### src/rtl/hm_rx_mt.sv
// hm_rx_mt: multi-tag TRN completion receiver. Completion payload is written into
// per-tag regions of two dword banks (even/odd); each tag closes with its own status.
module hm_rx_mt #(
  parameter int TAG_W     = 2,
  parameter int DEPTH_W   = 9,
  parameter int TIMEOUT_W = 16,
  parameter int SWAP      = 1
) (
  input  logic                     trn_clk,
  input  logic                     sys_rst,
  input  logic                     arm_valid,
  input  logic [TAG_W-1:0]         arm_tag,
  input  logic [9:0]               arm_len,
  output logic [(1<<TAG_W)-1:0]    armed,
  output logic                     done_valid,
  output logic [TAG_W-1:0]         done_tag,
  output logic [1:0]               done_status,
  output logic [10:0]              done_dw,
  output logic [TAG_W+DEPTH_W-2:0] mem_l_addr,
  output logic [TAG_W+DEPTH_W-2:0] mem_h_addr,
  output logic [31:0]              mem_l_data,
  output logic [31:0]              mem_h_data,
  output logic                     mem_l_we,
  output logic                     mem_h_we,
  input  logic [63:0]              trn_rd,
  input  logic                     trn_rrem_n,
  input  logic                     trn_rsof_n,
  input  logic                     trn_reof_n,
  input  logic                     trn_rsrc_rdy_n,
  output logic                     trn_rdst_rdy_n,
  output logic                     trn_rnp_ok_n,
  output logic [31:0]              stat_trn_cpt_rx,
  output logic [15:0]              stat_unexp,
  output logic [1:0]               stat_state
);

  localparam int NB_TAGS = 1 << TAG_W;
  localparam int IW      = TAG_W + DEPTH_W;

  localparam logic [1:0] S_IDLE = 2'd0;
  localparam logic [1:0] S_HDR2 = 2'd1;
  localparam logic [1:0] S_DATA = 2'd2;
  localparam logic [1:0] S_IGN  = 2'd3;

  function automatic logic [31:0] fix_dw(input logic [31:0] d);
    if (SWAP != 0) begin
      return {d[7:0], d[15:8], d[23:16], d[31:24]};
    end else begin
      return d;
    end
  endfunction

  logic [1:0]           state_r;
  logic [2:0]           status_r;
  logic [11:0]          bc_r;
  logic [9:0]           len_r;
  logic [1:0]           fmt_r;
  logic [TAG_W-1:0]     cur_tag_r;
  logic                 skip_r;

  logic [10:0]          tag_len_r [NB_TAGS];
  logic [10:0]          wptr_r    [NB_TAGS];
  logic [1:0]           err_r     [NB_TAGS];
  logic [TIMEOUT_W-1:0] tmo_r     [NB_TAGS];

  logic                 beat_s, sof_s, eof_s;
  logic [7:0]           hdr_tag_s;
  logic                 tag_ok_s;
  logic [12:0]          bc13_s, len13_s;

  logic [TAG_W-1:0]     tag_s;
  logic                 act_s, a_req_s, b_req_s, a_ok_s, b_ok_s, ovf_s;
  logic [10:0]          wp_s, ln_s, wp_a_s, wp_new_s;
  logic [1:0]           err_new_s, close_st_s;
  logic                 close_s;
  logic [IW-1:0]        idx_a_s, idx_b_s;
  logic [31:0]          dw_a_s, dw_b_s;
  logic                 l_we_s, h_we_s;
  logic [IW-2:0]        l_addr_s, h_addr_s;
  logic [31:0]          l_data_s, h_data_s;
  logic                 to_hit_s;
  logic [TAG_W-1:0]     to_tag_s;
  logic                 dn_s;
  logic [TAG_W-1:0]     dn_tag_s;
  logic [1:0]           dn_st_s;
  logic [10:0]          dn_dw_s;
  logic                 arm_ok_s;

  assign trn_rdst_rdy_n = 1'b0;
  assign trn_rnp_ok_n   = 1'b0;
  assign stat_state     = state_r;

  assign beat_s    = ~trn_rsrc_rdy_n;
  assign sof_s     = beat_s & ~trn_rsof_n;
  assign eof_s     = beat_s & ~trn_reof_n;
  assign hdr_tag_s = trn_rd[47:40];
  assign tag_ok_s  = ((hdr_tag_s >> TAG_W) == 8'd0) && armed[hdr_tag_s[TAG_W-1:0]];
  // byte_count 0 and length 0 both encode the maximum (4096 bytes / 1024 dwords)
  assign bc13_s    = (bc_r == 12'd0) ? 13'd4096 : {1'b0, bc_r};
  assign len13_s   = {(len_r == 10'd0), len_r, 2'b00};

  // Per-beat write indices, error update and close decision for the active tag
  always_comb begin
    tag_s   = cur_tag_r;
    act_s   = 1'b0;
    a_req_s = 1'b0;
    b_req_s = 1'b0;
    if (state_r == S_HDR2) begin
      tag_s   = hdr_tag_s[TAG_W-1:0];
      act_s   = beat_s && tag_ok_s;
      a_req_s = act_s && (status_r == 3'd0) && (fmt_r == 2'b10);
    end else if (state_r == S_DATA) begin
      act_s   = beat_s && armed[cur_tag_r];
      a_req_s = act_s && !skip_r;
      b_req_s = act_s && !skip_r && !(eof_s && trn_rrem_n);
    end else begin
      act_s   = 1'b0;
    end

    wp_s     = wptr_r[tag_s];
    ln_s     = tag_len_r[tag_s];
    a_ok_s   = a_req_s && (wp_s < ln_s);
    wp_a_s   = wp_s + {10'd0, a_ok_s};
    b_ok_s   = b_req_s && (wp_a_s < ln_s);
    wp_new_s = wp_a_s + {10'd0, b_ok_s};
    ovf_s    = (a_req_s && !a_ok_s) || (b_req_s && !b_ok_s);

    err_new_s = err_r[tag_s];
    if (act_s && (state_r == S_HDR2) && (status_r != 3'd0)) begin
      err_new_s = 2'b01;
    end else if (ovf_s && (err_r[tag_s] == 2'b00)) begin
      err_new_s = 2'b11;
    end else begin
      err_new_s = err_r[tag_s];
    end

    close_s    = act_s && eof_s && ((bc13_s == len13_s) || (err_new_s != 2'b00));
    close_st_s = (err_new_s != 2'b00) ? err_new_s :
                 ((wp_new_s != ln_s) ? 2'b11 : 2'b00);

    // consecutive indices alternate banks, so each bank takes at most one dword per beat
    idx_a_s  = {tag_s, wp_s[DEPTH_W-1:0]};
    idx_b_s  = {tag_s, wp_a_s[DEPTH_W-1:0]};
    dw_a_s   = fix_dw(trn_rd[31:0]);
    dw_b_s   = fix_dw(trn_rd[63:32]);
    l_we_s   = 1'b0;
    l_addr_s = idx_a_s[IW-1:1];
    l_data_s = dw_a_s;
    h_we_s   = 1'b0;
    h_addr_s = idx_a_s[IW-1:1];
    h_data_s = dw_a_s;
    if (a_ok_s && !wp_s[0]) begin
      l_we_s = 1'b1;
    end else if (b_ok_s && !wp_a_s[0]) begin
      l_we_s   = 1'b1;
      l_addr_s = idx_b_s[IW-1:1];
      l_data_s = dw_b_s;
    end else begin
      l_we_s = 1'b0;
    end
    if (a_ok_s && wp_s[0]) begin
      h_we_s = 1'b1;
    end else if (b_ok_s && wp_a_s[0]) begin
      h_we_s   = 1'b1;
      h_addr_s = idx_b_s[IW-1:1];
      h_data_s = dw_b_s;
    end else begin
      h_we_s = 1'b0;
    end
  end

  // Lowest-index pending timeout, then done arbitration and arm acceptance
  always_comb begin
    to_hit_s = 1'b0;
    to_tag_s = {TAG_W{1'b0}};
    for (int i = NB_TAGS - 1; i >= 0; i--) begin
      if (armed[i] && (tmo_r[i] == {TIMEOUT_W{1'b1}})) begin
        to_hit_s = 1'b1;
        to_tag_s = TAG_W'(i);
      end else begin
        to_hit_s = to_hit_s;
      end
    end
    dn_s     = close_s || to_hit_s;
    dn_tag_s = close_s ? tag_s : to_tag_s;
    dn_st_s  = close_s ? close_st_s : 2'b10;
    dn_dw_s  = close_s ? wp_new_s : wptr_r[to_tag_s];
    arm_ok_s = arm_valid && (!armed[arm_tag] || (dn_s && (dn_tag_s == arm_tag)));
  end

  // Per-tag bookkeeping: arm, write pointer, error, inactivity counter
  always_ff @(posedge trn_clk) begin
    if (sys_rst) begin
      armed <= {NB_TAGS{1'b0}};
      for (int i = 0; i < NB_TAGS; i++) begin
        tag_len_r[i] <= 11'd0;
        wptr_r[i]    <= 11'd0;
        err_r[i]     <= 2'b00;
        tmo_r[i]     <= {TIMEOUT_W{1'b0}};
      end
    end else begin
      for (int i = 0; i < NB_TAGS; i++) begin
        if (armed[i] && (tmo_r[i] != {TIMEOUT_W{1'b1}})) begin
          tmo_r[i] <= tmo_r[i] + {{(TIMEOUT_W-1){1'b0}}, 1'b1};
        end
        if (act_s && (tag_s == TAG_W'(i))) begin
          tmo_r[i]  <= {TIMEOUT_W{1'b0}};
          wptr_r[i] <= wp_new_s;
          err_r[i]  <= err_new_s;
        end
        if (dn_s && (dn_tag_s == TAG_W'(i))) begin
          armed[i] <= 1'b0;
        end
        // a close in the same cycle has already freed the tag, so the arm wins
        if (arm_ok_s && (arm_tag == TAG_W'(i))) begin
          armed[i]     <= 1'b1;
          tag_len_r[i] <= {(arm_len == 10'd0), arm_len};
          wptr_r[i]    <= 11'd0;
          err_r[i]     <= 2'b00;
          tmo_r[i]     <= {TIMEOUT_W{1'b0}};
        end
      end
    end
  end

  // Receive FSM, statistics and registered memory/done outputs
  always_ff @(posedge trn_clk) begin
    if (sys_rst) begin
      state_r         <= S_IDLE;
      status_r        <= 3'd0;
      bc_r            <= 12'd0;
      len_r           <= 10'd0;
      fmt_r           <= 2'b00;
      cur_tag_r       <= {TAG_W{1'b0}};
      skip_r          <= 1'b0;
      stat_trn_cpt_rx <= 32'd0;
      stat_unexp      <= 16'd0;
      mem_l_we        <= 1'b0;
      mem_h_we        <= 1'b0;
      mem_l_addr      <= {(IW-1){1'b0}};
      mem_h_addr      <= {(IW-1){1'b0}};
      mem_l_data      <= 32'd0;
      mem_h_data      <= 32'd0;
      done_valid      <= 1'b0;
      done_tag        <= {TAG_W{1'b0}};
      done_status     <= 2'b00;
      done_dw         <= 11'd0;
    end else begin
      case (state_r)
        S_IDLE: begin
          if (sof_s) begin
            if (trn_rd[60:56] == 5'b01010) begin
              fmt_r    <= trn_rd[62:61];
              len_r    <= trn_rd[41:32];
              status_r <= trn_rd[15:13];
              bc_r     <= trn_rd[11:0];
              state_r  <= eof_s ? S_IDLE : S_HDR2;
            end else begin
              state_r  <= eof_s ? S_IDLE : S_IGN;
            end
          end else if (beat_s && !eof_s) begin
            // tail of a TLP whose start was not seen (e.g. reset mid-packet)
            state_r <= S_IGN;
          end
        end
        S_HDR2: begin
          if (beat_s) begin
            if (!tag_ok_s) begin
              if (stat_unexp != 16'hFFFF) begin
                stat_unexp <= stat_unexp + 16'd1;
              end
              state_r <= eof_s ? S_IDLE : S_IGN;
            end else begin
              cur_tag_r <= hdr_tag_s[TAG_W-1:0];
              skip_r    <= (status_r != 3'd0) || (fmt_r != 2'b10);
              state_r   <= eof_s ? S_IDLE : S_DATA;
            end
          end
        end
        S_DATA, S_IGN: begin
          if (eof_s) begin
            state_r <= S_IDLE;
          end
        end
        default: state_r <= S_IDLE;
      endcase

      if (eof_s) begin
        stat_trn_cpt_rx <= stat_trn_cpt_rx + 32'd1;
      end

      mem_l_we   <= l_we_s;
      mem_l_addr <= l_addr_s;
      mem_l_data <= l_data_s;
      mem_h_we   <= h_we_s;
      mem_h_addr <= h_addr_s;
      mem_h_data <= h_data_s;

      done_valid <= dn_s;
      if (dn_s) begin
        done_tag    <= dn_tag_s;
        done_status <= dn_st_s;
        done_dw     <= dn_dw_s;
      end
    end
  end

endmodule

### config.mk
export PLATFORM = sky130hd
export DESIGN_NAME = hm_rx_mt
export DESIGN_NICKNAME = d
export VERILOG_FILES = /design/src/rtl/hm_rx_mt.sv
export SDC_FILE = /design/constraint.sdc
export NUM_CORES = 1
export LEC_CHECK = 0
export CORE_MARGIN = 2
export CORE_UTILIZATION = 60
export DETAILED_ROUTE_END_ITERATION = 16
export GPL_ROUTABILITY_DRIVEN = 0
export MAX_ROUTING_LAYER = met4
export PLACE_DENSITY = 0.83
export SLEW_MARGIN = 20
export SYNTH_ARGS = -nofsm -noshare
export SYNTH_HDL_FRONTEND = slang
export SYNTH_SLANG_ARGS = --single-unit
### constraint.sdc
create_clock -name trn_clk -period 24.8 [get_ports trn_clk]
set_input_delay 7.44 -clock trn_clk [delete_from_list [all_inputs] [get_ports trn_clk]]
set_output_delay 7.44 -clock trn_clk [all_outputs]
set_load 0.01 [all_outputs]
Yosys cells after proc, flatten, opt, wreduce, memory -nomap -nowiden
Memories as Yosys holds them, arrays and structs flattened. Cells that the tools add are included. W data, S select, Z words.

Output and inout bits: 158. Input bits: 83. RAM bits: 160. Memories kept: 4. Register bits after elaboration: 186.

Memory list: tmo_r (words 4, bits a word 16, rd ports 4, clocked after Yosys merged registers in 0, write ports 4, RTL line 64) `logic [TIMEOUT_W-1:0] tmo_r [NB_TAGS];`; tag_len_r (words 4, bits a word 11, rd ports 1, clocked after Yosys merged registers in 0, write ports 4, RTL line 61) `logic [10:0] tag_len_r [NB_TAGS];`; wptr_r (words 4, bits a word 11, rd ports 2, clocked after Yosys merged registers in 0, write ports 4, RTL line 62) `logic [10:0] wptr_r [NB_TAGS];`; err_r (words 4, bits a word 2, rd ports 1, clocked after Yosys merged registers in 0, write ports 4, RTL line 63) `logic [1:0] err_r [NB_TAGS];`.

$add $sub $neg: 8. Bitwise gates (word level): 38. Equality and inequality tests: 30. Order comparisons: 5. Multiplexer cells: 129. Reduce and logical (&&, ||, !) cells: 78.

Operators by type and width (count): $mux W16 (12); $mux W11 (13); $mux W32 (4); $add A16 B1 Y16 const B (5); $ne A16 B16 Y1 const B (5); $eq A16 B16 Y1 const B (4); $mux W1 (64); $mux W2 (27); $logic_and A1 B1 Y1 (44); $add A32 B1 Y32 const B (1); $mux W8 (4); $or A1 B1 Y1 (32); $add A11 B1 Y11 (2); $lt A11 B11 Y1 (2); $logic_not A10 Y1 (2); $eq A2 B2 Y1 const B (9); $eq A13 B13 Y1 (1); $mux W13 (1); $logic_not A12 Y1 (1); $ne A11 B11 Y1 (1); $logic_not A2 Y1 (5); $reduce_bool A2 Y1 (5); $lt A2 B3 Y1 const B (3); $reduce_and A3 Y1 (3); other kinds (16) (38).

Depth between registers and ports, before layout
Word-level depth: 30. Mapped depth: 46. Depth with buffers taken out: 39.

Least setup slack after synthesis
OpenSTA, ideal clock, no wires.

Kind: input to register. From: in trn_rd[41]. To: reg done_status[0]. Required time: 24655 ps. Data arrival time: 15301 ps. Setup time: 145 ps. Stages on the path: 39. Setup slack: 9354 ps. Cell sequence: nand3b_1 -> buf_2 -> a21boi_4 -> buf_4 -> clkbuf_1 -> clkbuf_1 -> clkbuf_1 -> nand2_1 -> nand3_1 -> nand2_1 -> ha_1 -> nand3_1 -> a21boi_0 -> o21ai_0 -> nand2b_1 -> a21oi_1 -> and2_1 -> ha_1 -> [... 3 more ...] -> o21ai_0 -> nand2_1 -> ha_1 -> and3_1 -> a221o_1 -> a21o_1 -> nor3_2 -> o31ai_4 -> nor2_1 -> ha_1 -> ha_1 -> o211ai_1 -> a2111oi_2 -> nand3_1 -> nor3b_2 -> xor3_1 -> o41ai_2 -> a311oi_1.

Cells in the longest elaborated chain, start to end: 21. Elaborated cells between the ends (all ways): 38. Classes of those cells: 2 x add/sub; 2 x order compare; 1 x eq/ne; 10 x mux; 20 x reduce/logical; 3 x memory.

Ends and longest elaborated chain: from (decl) (RTL line 25) `input logic [63:0] trn_rd,`; parallel branches: the longest is 21 deep, another holds $mem_v2 Z4 W11; to (signal assigned) (RTL line 302) `done_status <= dn_st_s;`; to (decl) (RTL line 17) `output logic [1:0] done_status,`.

Parallel ways; which one is timed is not known. The select of a mux whose other input is x is not followed. A chain may end at the register's enable or synchronous reset.

Final worst setup path
Same ends and word-level chain as after synthesis.

==> metrics.txt <==
status=complete, no violations; Yosys cell types=92; vias in the first global route=15090; Multi-input gate area=8740 um^2; number of synthesized flops with an enable pin=160; Post-Synthesis Cells=1961; delay of the slowest critical-path stage=0.82 ns; Setup CP Type=in2reg; share of cells above drive strength 1=6.14%; PwrDens=62.5 nW/um^2; Filler cells=2128; first-pass GRT wire length=80.3 mm; post-detailed-routing wire length=51.9 mm; post-CTS setup buffer count=0; Worst Reg-to-Reg Cells=36; Die H=177 um; CP bufs+invs=3; CTS resizes=0; Seq/Total Area, Yosys=47.5%; CP max stage cell=clkdlybuf4s50_1; FF+latch area=8490 um^2; asr flop ratio synth=0%; Seq cells post-synth=344; initial antenna violation count=0; Placed Instances=2488; # IOs=241; Syn Area/Cell=9.11 um^2; Layout Area Growth over Synthesis=20.7%; DRC=0; global router's overall resource usage=33.3%; final hold slack=0.458 ns; post-DP HPWL=35.3 mm; Final Instance Area=21600 um^2; Peak Freq=0.0577 GHz; hold_buf cts=0; CP endpoint kind=flop; Finished Layout Cells=2557; most frequent CP cell=ha_1; cell family with most CP delay=simple AND/OR/NAND/NOR gates; fin nets=2250; Die Wd=177 um; num rows=63; vias per cell=6.20; largest net degree at the start of global routing=108; crit-path max FO=65; pin slew with the least headroom to its limit=1.13 ns; final hold viol count=0; PortBufs=238; Starting DRT DRC Count=1923; static leakage=8.11 nW; sum of negative setup slack=0 ns; CP arrival=17.72 ns; WHS Path Cells=2; total grt overflow=0; Final min period=17.34 ns; clock skew=0.0215 ns; Hold WC Path Type=reg2reg; yosys warns=0; H-Tree Depth=2; Worst VDD drop=66.9 uV; area post-placement=20300 um^2; clk buf depth=3; Initial Util=60.6%; Most used DFF post-synth=dfxtp_1; CTS tree=yes; CTS Buf Count=37; Pins Over Slew Limit=0; MaxCap Viol Count=0; relative slew slack=24.4%; Reg clk slew, reported paths=0.06 ns; core area=29500 um^2; later-pin clock latency in the skew report=0.54 ns; nature of the critical path startpoint=input pin; # setup viols final=0; Final period util=69.9%; CTS root buf=clkbuf_16; via count=15850; CTS Sinks=344; WL/cell=20.3 um; CP required=25.18 ns; Final ANT Viol Nets=0; RSZ-0062 raised after global routing=false; Netlist Area Pre-Place=17900 um^2; WP depth=36; TritonRoute pass-1 iters=6; Die Area=31200 um^2
cells in the final DEF, fill, tap and decap left out, drive strengths merged, types with 12 or more instances in the layout:
master,synthesis,final
edfxtp,160,160
clkbuf,70,59
buf,45,14
a311oi,14,14
nand3,86,86
o21ai,27,27
nand2,402,402
inv,33,35
xnor2,53,53
a21oi,161,161
clkdlybuf4s50,0,237
mux2,18,18
nand4,27,27
nor4,25,25
and3,46,46
a211oi,25,25
nor2,222,222
nand2b,12,12
nor3,27,27
mux2i,40,40
dfxtp,184,184
a211o,15,15
and2,13,13
nor2b,15,15
ha,28,28
xor2,88,88
final cells by class:
type	count	share of cell area, %
multi-input combinational	1469	40.5
sequential	344	39.4
timing repair buffer	251	11.5
clock buffer	59	5.29
tap	390	2.26
inverter	34	0.598
clock inverter	9	0.458
antenna	1	0.0116
routing by layer:
| metal | track usage (%) | vias to the layer above | wire [um] |
|---|---|---|---|
| met1 | 41.2 | 7430 | 19400 |
| met2 | 52.8 | 999 | 24100 |
| li1 | - | 7182 | - |
| met5 | - | - | 0 |
| met3 | 6.96 | 239 | 5810 |
| met4 | 15.4 | 0 | 2560 |
where the power goes:
part           total (mW)  internal (mW)  switching, mW  leakage [nW]
Sequential          0.638          0.620         0.0180          3.19
Clock               0.546          0.319          0.226         0.607
Combinational       0.164         0.0672         0.0971          4.31
final timing paths:
check                              startpoint             end  slack, ns
worst max-delay path               trn_rd[41]  done_status[0]       7.46
worst max register to register  stat_state[0]  done_status[0]      14.61
worst min-delay path              status_r[0]     status_r[0]       0.46
worst min register to register    status_r[0]     status_r[0]       0.46
Yosys cell counts, types with 25 or more instances:
cell	instances	area, um^2
inv_1	32	120
clkbuf_1	70	263
xor2_1	87	762
nor2_1	222	833
xnor2_1	52	455
nor3_1	25	125
nor4_1	25	156
ha_1	28	350
dfxtp_1	184	3680
a21oi_1	161	806
nand4_1	27	169
and3_1	46	288
nand3_1	85	425
nand2_1	400	1500
mux2i_1	37	370
edfxtp_1	160	4800
logic make-up after synthesis:
logic type               count (synthesis)  share of synthesized area [%]
AND/OR/NAND/NOR                        912                           22.9
flip-flops                             344                           47.5
AO/OA/AOI/OAI                          318                           12.2
buffers and inverters                  149                           3.82
XOR/XNOR                               145                           7.51
multiplexers                            60                           3.83
adder cells (fa/ha/maj)                 32                           2.30
other                                    1                         0.0210
state kept, by name (all words and copies together) (netlist names), 3 cells and up:
name,count
tmo_r,64
tag_len_r,44
wptr_r,44
mem_h_data,32
mem_l_data,32
stat_trn_cpt_rx,32
stat_unexp,16
bc_r,12
done_dw,11
len_r,10
mem_l_addr,10
err_r,8
mem_h_addr,8
armed,4
status_r,3
through the flow:
stage | util, % | power [mW] | worst slack (ns)
after floorplan | - | 0.742 | 9.35
after global placement | 68.9 | 0.804 | 7.81
after detailed placement | 68.9 | 0.808 | 7.33
after CTS | 73.1 | 1.35 | 7.80
after global routing | 73.1 | 1.39 | 6.93
final | 73.2 | 1.35 | 7.46
tightest hold or removal path: stages, from the launching register on:
cell,delay (ns)
dfxtp_1,0.31
nand2_1,0.05
a21oi_1,0.05
(Power assumes the default switching activity.)
